File: config.mk
export PLATFORM = sky130hd
export DESIGN_NAME = dma_desc_sched_flat
export DESIGN_NICKNAME = d
export VERILOG_FILES = /design/src/rtl/dma_desc_sched_if.sv /design/src/rtl/dma_desc_sched.sv /design/src/flat_wrapper.sv
export SDC_FILE = /design/constraint.sdc
export NUM_CORES = 1
export LEC_CHECK = 0
export ABC_AREA = 1
export CAP_MARGIN = 15
export CORE_ASPECT_RATIO = 0.9
export CORE_UTILIZATION = 35
export DETAILED_ROUTE_END_ITERATION = 6
export GPL_TIMING_DRIVEN = 0
export SYNTH_ARGS = -nofsm -noshare
export SYNTH_HDL_FRONTEND = slang
export SYNTH_SLANG_ARGS = --single-unit
File: constraint.sdc
create_clock -name clk -period 12.6 [get_ports clk]
set_input_delay 3.78 -clock clk [delete_from_list [all_inputs] [get_ports clk]]
set_output_delay 3.78 -clock clk [all_outputs]
set_load 0.05 [all_outputs]
File: src/rtl/dma_desc_sched_if.sv
// Shared DMA descriptor/status types and the scheduler-to-streamer interface.
// DMA_NUM_DESC sets the default descriptor slot count (2 when not defined).

`ifndef DMA_NUM_DESC
`define DMA_NUM_DESC 2
`endif

package dma_pkg;
   typedef struct packed {
      logic [31:0] src_addr;
      logic [31:0] num_bytes;
      logic [31:0] dst_addr;
   } s_dma_desc_t;

   typedef enum logic [1:0] {
      DMA_ERR_NONE   = 2'd0,
      DMA_AXI_RD_ERR = 2'd1,
      DMA_AXI_WR_ERR = 2'd2,
      DMA_DESC_ERR   = 2'd3
   } e_dma_err_src_t;

   typedef struct packed {
      logic           valid;
      e_dma_err_src_t src;
      logic [31:0]    addr;
   } s_dma_error_t;

   typedef struct packed {
      logic error;
      logic done;
      logic active;
   } s_dma_status_t;
endpackage

// Descriptor offer (valid/ready) plus completion/error reports from the streamer.
interface dma_desc_sched_if;
   import dma_pkg::*;

   logic         desc_valid_o;
   s_dma_desc_t  desc_o;
   logic         desc_ready_i;
   logic         xfer_done_i;
   s_dma_error_t xfer_err_i;

   modport master (
      output desc_valid_o,
      output desc_o,
      input  desc_ready_i,
      input  xfer_done_i,
      input  xfer_err_i
   );

   modport slave (
      input  desc_valid_o,
      input  desc_o,
      output desc_ready_i,
      output xfer_done_i,
      output xfer_err_i
   );
endinterface

File: src/rtl/dma_desc_sched.sv
// Venus DMA descriptor scheduler: holds NUM_DESC descriptor slots, issues
// pending slots round-robin to the streamer and aggregates status/error.
// Optional feature macro: DMA_DESC_ERR_HALT_EN (an error flushes all pending
// slots instead of dropping only the failing one).

module dma_desc_sched
   import dma_pkg::*;
#(
   parameter int unsigned NUM_DESC = `DMA_NUM_DESC,
   parameter int unsigned SLOT_W   = $clog2(NUM_DESC)
) (
   input  logic                clk,
   input  logic                rst,
   input  logic                desc_wr_i,
   input  logic [SLOT_W-1:0]   desc_wr_slot_i,
   input  s_dma_desc_t         desc_wr_data_i,
   output logic                desc_wr_reject_o,
   input  logic                clear_i,
   dma_desc_sched_if.master    strm,
   output s_dma_status_t       status_o,
   output s_dma_error_t        err_o,
   output logic [NUM_DESC-1:0] pending_o,
   output logic [NUM_DESC-1:0] done_mask_o,
   output logic [SLOT_W-1:0]   cur_slot_o
);

   typedef enum logic [1:0] {
      IDLE  = 2'd0,
      ISSUE = 2'd1,
      WAIT  = 2'd2
   } e_state_t;

   e_state_t            state;
   s_dma_desc_t         desc_mem [NUM_DESC];
   logic [SLOT_W-1:0]   rr_ptr;

   logic                wr_in_range;
   logic                wr_busy;
   logic                wr_acc;
   logic                wr_zero;
   logic                wait_err;
   logic                wait_done;
   logic                wait_end;
   logic                pick_found;
   logic [SLOT_W-1:0]   pick_slot;
   logic [SLOT_W-1:0]   cur_inc;
   logic                busy_nxt;
   logic                error_nxt;
   logic                done_set;
   logic [NUM_DESC-1:0] pending_nxt;
   logic [NUM_DESC-1:0] done_mask_nxt;

   // Write acceptance and completion-event decode
   always_comb begin
      wr_in_range = 32'(desc_wr_slot_i) < NUM_DESC;
      wr_busy     = pending_o[desc_wr_slot_i] |
                    ((state != IDLE) & (desc_wr_slot_i == cur_slot_o));
      wr_acc      = desc_wr_i & wr_in_range & ~wr_busy;
      wr_zero     = (desc_wr_data_i.num_bytes == 32'd0);
      wait_err    = (state == WAIT) & strm.xfer_err_i.valid;
      wait_done   = (state == WAIT) & strm.xfer_done_i & ~strm.xfer_err_i.valid;
      wait_end    = wait_err | wait_done;
      cur_inc     = (32'(cur_slot_o) == NUM_DESC - 1) ? '0 : cur_slot_o + SLOT_W'(1);
   end

   // Round-robin search: first pending slot at or after rr_ptr, wrapping
   always_comb begin
      int unsigned k;
      k          = 0;
      pick_found = 1'b0;
      pick_slot  = '0;
      for (int unsigned i = 0; i < NUM_DESC; i++) begin
         k = 32'(rr_ptr) + i;
         if (k >= NUM_DESC) k = k - NUM_DESC;
         if (!pick_found && pending_o[SLOT_W'(k)]) begin
            pick_found = 1'b1;
            pick_slot  = SLOT_W'(k);
         end
      end
   end

   // Next pending/done_mask; a write to a slot overrides clear for that bit
   always_comb begin
      pending_nxt   = pending_o;
      done_mask_nxt = done_mask_o;
      if (clear_i) done_mask_nxt = '0;
      if (wait_err) begin
`ifdef DMA_DESC_ERR_HALT_EN
         pending_nxt = '0;
`else
         pending_nxt[cur_slot_o] = 1'b0;
`endif
      end
      if (wait_done) begin
         pending_nxt[cur_slot_o]   = 1'b0;
         done_mask_nxt[cur_slot_o] = 1'b1;
      end
      if (wr_acc) begin
         if (wr_zero) begin
            done_mask_nxt[desc_wr_slot_i] = 1'b1;
         end else begin
            pending_nxt[desc_wr_slot_i]   = 1'b1;
            done_mask_nxt[desc_wr_slot_i] = 1'b0;
         end
      end
   end

   // Next-cycle activity and sticky status set conditions
   always_comb begin
      case (state)
         IDLE:    busy_nxt = pick_found;
         ISSUE:   busy_nxt = 1'b1;
         WAIT:    busy_nxt = ~wait_end;
         default: busy_nxt = 1'b0;
      endcase
      error_nxt = wait_err | (status_o.error & ~clear_i);
      done_set  = (|pending_o) & ~(|pending_nxt) & ~error_nxt;
   end

   // Scheduler FSM: latch the picked descriptor, offer it, wait for the result
   always_ff @(posedge clk or posedge rst) begin
      if (rst) begin
         state             <= IDLE;
         strm.desc_valid_o <= 1'b0;
         strm.desc_o       <= '0;
         cur_slot_o        <= '0;
         rr_ptr            <= '0;
      end else begin
         case (state)
            IDLE: begin
               if (pick_found) begin
                  state             <= ISSUE;
                  strm.desc_valid_o <= 1'b1;
                  strm.desc_o       <= desc_mem[pick_slot];
                  cur_slot_o        <= pick_slot;
               end
            end
            ISSUE: begin
               if (strm.desc_ready_i) begin
                  state             <= WAIT;
                  strm.desc_valid_o <= 1'b0;
               end
            end
            WAIT: begin
               if (wait_end) begin
                  state  <= IDLE;
                  rr_ptr <= cur_inc;
               end
            end
            default: begin
               state             <= IDLE;
               strm.desc_valid_o <= 1'b0;
            end
         endcase
      end
   end

   // Descriptor storage; zero-length writes store nothing
   always_ff @(posedge clk or posedge rst) begin
      if (rst) begin
         for (int unsigned i = 0; i < NUM_DESC; i++) desc_mem[i] <= '0;
      end else if (wr_acc && !wr_zero) begin
         desc_mem[desc_wr_slot_i] <= desc_wr_data_i;
      end
   end

   // Slot bookkeeping, reject pulse, status and first-error capture
   always_ff @(posedge clk or posedge rst) begin
      if (rst) begin
         pending_o        <= '0;
         done_mask_o      <= '0;
         desc_wr_reject_o <= 1'b0;
         status_o         <= '0;
         err_o            <= '0;
      end else begin
         pending_o        <= pending_nxt;
         done_mask_o      <= done_mask_nxt;
         desc_wr_reject_o <= desc_wr_i & ~wr_acc;
         status_o.active  <= busy_nxt | (|pending_nxt);
         status_o.error   <= error_nxt;
         status_o.done    <= done_set | (status_o.done & ~clear_i);
         if (wait_err && (!err_o.valid || clear_i)) begin
            err_o <= strm.xfer_err_i;
         end else if (clear_i) begin
            err_o <= '0;
         end
      end
   end

endmodule

File: src/flat_wrapper.sv
// flat-port wrapper written by rule: the top's interface ports become plain ports
module dma_desc_sched_flat import dma_pkg::*;
#(
   parameter int unsigned NUM_DESC = `DMA_NUM_DESC,
   parameter int unsigned SLOT_W   = $clog2(NUM_DESC)
)
  (clk, rst, desc_wr_i, desc_wr_slot_i, desc_wr_data_i, desc_wr_reject_o, clear_i, status_o, err_o, pending_o, done_mask_o, cur_slot_o, strm_desc_valid_o, strm_desc_o, strm_desc_ready_i, strm_xfer_done_i, strm_xfer_err_i);
  dma_desc_sched_if strm_i ();
  input  logic clk;
  input  logic rst;
  input  logic desc_wr_i;
  input  logic [SLOT_W-1:0] desc_wr_slot_i;
  input  s_dma_desc_t desc_wr_data_i;
  output logic desc_wr_reject_o;
  input  logic clear_i;
  output s_dma_status_t status_o;
  output s_dma_error_t err_o;
  output logic [NUM_DESC-1:0] pending_o;
  output logic [NUM_DESC-1:0] done_mask_o;
  output logic [SLOT_W-1:0] cur_slot_o;
  output wire logic [$bits(strm_i.desc_valid_o)-1:0] strm_desc_valid_o;
  output wire logic [$bits(strm_i.desc_o)-1:0] strm_desc_o;
  input wire logic [$bits(strm_i.desc_ready_i)-1:0] strm_desc_ready_i;
  input wire logic [$bits(strm_i.xfer_done_i)-1:0] strm_xfer_done_i;
  input wire logic [$bits(strm_i.xfer_err_i)-1:0] strm_xfer_err_i;
  assign strm_desc_valid_o = strm_i.desc_valid_o;
  assign strm_desc_o = strm_i.desc_o;
  assign strm_i.desc_ready_i = strm_desc_ready_i;
  assign strm_i.xfer_done_i = strm_xfer_done_i;
  assign strm_i.xfer_err_i = strm_xfer_err_i;
  dma_desc_sched #(.NUM_DESC(NUM_DESC), .SLOT_W(SLOT_W)) u_core (.clk(clk), .rst(rst), .desc_wr_i(desc_wr_i), .desc_wr_slot_i(desc_wr_slot_i), .desc_wr_data_i(desc_wr_data_i), .desc_wr_reject_o(desc_wr_reject_o), .clear_i(clear_i), .strm(strm_i), .status_o(status_o), .err_o(err_o), .pending_o(pending_o), .done_mask_o(done_mask_o), .cur_slot_o(cur_slot_o));
endmodule
==> impl_results.md, run 1 <==
* Status: finished, final reports clean
* Crit-path max FO at 10
* Synth area leader: dfrtp_1
* Post-synthesis register bit count at 336
* Crit share post-route at 0.449
* CORE AREA at 0.0386 mm^2
* Dpl hpwl at 29700 um
* CTS resizes at 0
* Tightest Pin Transition at 815 ps
* PD cells at 273 mW/mm^2
* Setup Viol. Count Final at 0
* Mapped Nets at 1737
* Post-synthesis sequential area ratio at 0.609
* DRC at 0
* Total wire length at 42700 um
* First-pass GRT wire length at 67200 um
* RSZ-0062 raised after global routing: false
* Hold Buf Count CTS at 0
* Worst r2r path cells at 6
* Ports at 279
* Total of max-cap violations at 0
* Die width at 211 um
* Final setup TNS at 0 ps
* Slowest stage delay, CP at 590 ps
* Min-Delay Path Class: reg -> reg
* Top cell type's share of synthesized area at 0.609
* Routed len/inst at 17.2 um
* Critical path endpoint category: flop
* Final-layout fill cell count at 3818
* Initial antenna violation count at 4
* CTS buffer count at 39
* Vias in the first global route at 12000
* DIE AREA at 0.0402 mm^2
* Clk sinks at 336
* Buf/Inv on CP at 3
* DR pass1 iterations at 5
* Main area contributors after synthesis: dfrtp_1 61%, nand2_1 16%, o21ai_0 11%
* Max clock buf depth at 3
* YS warnings at 0
* Yosys cell types at 24
* Leak at 0.00880 uW
* Global route overflow at 0
* Cell Rows at 68
* Syn Area/Cell at 8.63 um^2
* Overall Global Routing Usage at 0.215
* RePlAce Congestion at 0.787
* Hold path depth at 2
* FMAX at 0.177 GHz
* Hold Vio Cnt, Final at 0
* Ys async rst share at 1.00
* Slew headroom at 0.456
* Reg-to-reg slack, setup at 9930 ps
* Clock transition at path regs at 60 ps
* CP Cell Sequence: clkdlybuf4s50_1 > nor2_1 > nand2_1 > nor2_1 > nand2_1 > nor2_8 > buf_4 > clkbuf_1 > o21ai_0 > nand2_1
* Post-DRT Antenna Nets at 0
* Nets at 2066
* CP top delay family: buffers and inverters
* Post-layout min period at 5650 ps
* DR vias/cell at 4.79
* Reg2reg start: u_core.pending_o[0]
* Layout cell share with drive strength beyond 1 at 0.0564
* Die Ht at 190 um
* VDD IR max at 0.000142 V
* Post-Syn Area at 0.0138 mm^2
* Cells after Synth at 1599
* Startpoint Class: input port
* Worst hold slack at 464 ps
* WHS Endpoint: u_core.desc_mem[120]
* Worst reg2reg endpoint: u_core.strm.desc_o[55]
* Port bufs at 278
* Area growth syn-to-layout at 35.2%
* Initial DRC Count at 749
* Top-count cell post-synth: nand2_1
* Post CTS Setup Buffer Count at 0
* Data arrival, critical path at 6110 ps
* Root Buffer: clkbuf_16
* CP Class: in -> reg
* H-tree lvl count at 2
* Slowest-stage cell, CP: clkdlybuf4s50_1
* Vias at 11900
* Starting Density at 0.357
* Number of synthesized flops with an enable pin at 0
* Largest net degree at the start of global routing at 43
* Most used DFF post-synth: dfrtp_1
* Worst-Skew Late Latency at 530 ps
* CTS tree: yes
* Post-synth top cells: 606 x nand2_1, 336 x dfrtp_1, 295 x o21ai_0
* Most used cell, CP: nand2_1
* Final Max Tran Viols at 0
* Clk_skew at 14.0 ps
* Hold_sp: u_core.desc_mem[120]
* Critical Path RT at 13060 ps
==> sequential cells by signal, indices dropped and copies added, names as in the netlist <==
signal / count
u_core.desc_wr_reject_o: 1
u_core.pending_o: 2
u_core.err_o: 35
u_core.state: 2
u_core.status_o: 3
u_core.cur_slot_o: 1
u_core.strm.desc_valid_o: 1
u_core.desc_mem: 192
u_core.rr_ptr: 1
u_core.strm.desc_o: 96
u_core.done_mask_o: 2
==> area by class of cell <==
| class | instances | area (um^2) | area share |
|---|---|---|---|
| Sequential cell | 336 | 8410 | 0.451 |
| Tap cell | 525 | 657 | 0.0352 |
| Multi-Input combinational cell | 1111 | 4720 | 0.253 |
| Clock inverter | 3 | 15.0 | 0.000805 |
| Timing Repair Buffer | 288 | 2980 | 0.160 |
| Buffer | 101 | 480 | 0.0257 |
| Antenna cell | 2 | 5.00 | 0.000268 |
| Inverter | 51 | 195 | 0.0105 |
| Clock buffer | 61 | 1190 | 0.0638 |
==> worst max path at each step <==
| stage | startpoint | endpoint | slack [ps] | cells past startpoint |
|---|---|---|---|---|
| 6_report | desc_wr_data_i[63] | u_core.desc_mem[68] | 6950 | 10 |
| 5_1_grt | desc_wr_data_i[63] | u_core.desc_mem[78] | 6750 | 10 |
| 4_1_cts | desc_wr_data_i[63] | u_core.desc_mem[68] | 6920 | 10 |
| 3_5_place_dp | desc_wr_data_i[63] | u_core.desc_mem[64] | 6370 | 10 |
| 3_3_place_gp | rst | u_core.desc_mem[117] | 1840 | 2 |
| 2_1_floorplan | rst | u_core.cur_slot_o | 4330 | 1 |
==> per-layer routing <==
| metal | GRT usage | routed length, um | part of all wire | vias up |
|---|---|---|---|---|
| met3 | 0.0520 | 3090 | 0.072 | 69 |
| met5 | 0 | 30 | 0.00070 | - |
| met1 | 0.297 | 19600 | 0.46 | 5672 |
| met4 | 0.0708 | 1090 | 0.026 | 4 |
| li1 | - | - | - | 5764 |
| met2 | 0.331 | 18900 | 0.44 | 351 |
==> power by group <==
part	internal [uW]	switching, uW
sequential	1560	252
combinational	687	1520
clock	643	435
total	2890	2210
==> cell families (layout without fill, tap and decap cells) <==
kind of cell           Yosys count  count (layout)  share of synthesized area
AOI/OAI and AO/OA              333             333                      0.122
buffers and inverters          152             504                     0.0487
DFF                            336             336                      0.609
other                            0               2                          0
and+or+nand+nor                778             778                      0.221
==> worst register-to-register path, stage by stage (launching register included) <==
cell      delay (ps)
dfrtp_1          440
a21oi_2          650
clkinv_1         450
clkbuf_1         380
clkbuf_1         360
nor2_1           190
o21ai_1           90
==> cells in the final DEF (no fill, tap or decap) <==
cell type / count
o21ai_0: 295
nand3_1: 39
nor2_4: 2
clkdlybuf4s50_1: 278
diode_2: 2
nor2_8: 2
inv_2: 5
o21ai_1: 31
clkbuf_16: 41
nor2_2: 1
a31oi_1: 2
clkinvlp_4: 1
dfrtp_1: 336
buf_4: 6
buf_1: 5
buf_2: 21
nor2_1: 123
clkbuf_1: 73
clkinv_2: 3
buf_6: 7
a21boi_0: 1
a21oi_2: 1
a21oi_1: 2
nand4_1: 4
nand4_4: 1
nand2_1: 606
inv_1: 44
clkbuf_8: 9
buf_12: 10
clkinv_1: 1
o21a_1: 1
==> through the flow <==
stage | instance area [um^2] | setup WS [ps] | utilization | total power [uW] | instances
finish | 18700 | 6950 | 0.483 | 5090 | 2478
CTS | 18700 | 6920 | 0.483 | 5150 | 2476
detailed placement | 17400 | 6370 | 0.452 | 4050 | 2412
global placement | 17200 | 1840 | 0.447 | 4000 | 2402
floorplan | 13800 | 4330 | - | 3220 | 1599
global route | 18700 | 6750 | 0.483 | 5450 | 2478
Power figures use the tool's default switching activity.
==> run 2, diff against run 1 <==
- clock period: 12.6 -> 4.82 ns (I/O delays scaled with it)
==> results of run 2 <==
The final DEF is identical to that of run 1. Status: finished, final reports clean.
Main changes from that run: setup slack after placement 6370 ps -> 919 ps; setup slack after layout 6950 ps -> 1500 ps; register-to-register setup slack 9930 ps -> 2150 ps; total power 5090 uW -> 13300 uW; worst IR drop on VDD 0.000142 V -> 0.000370 V
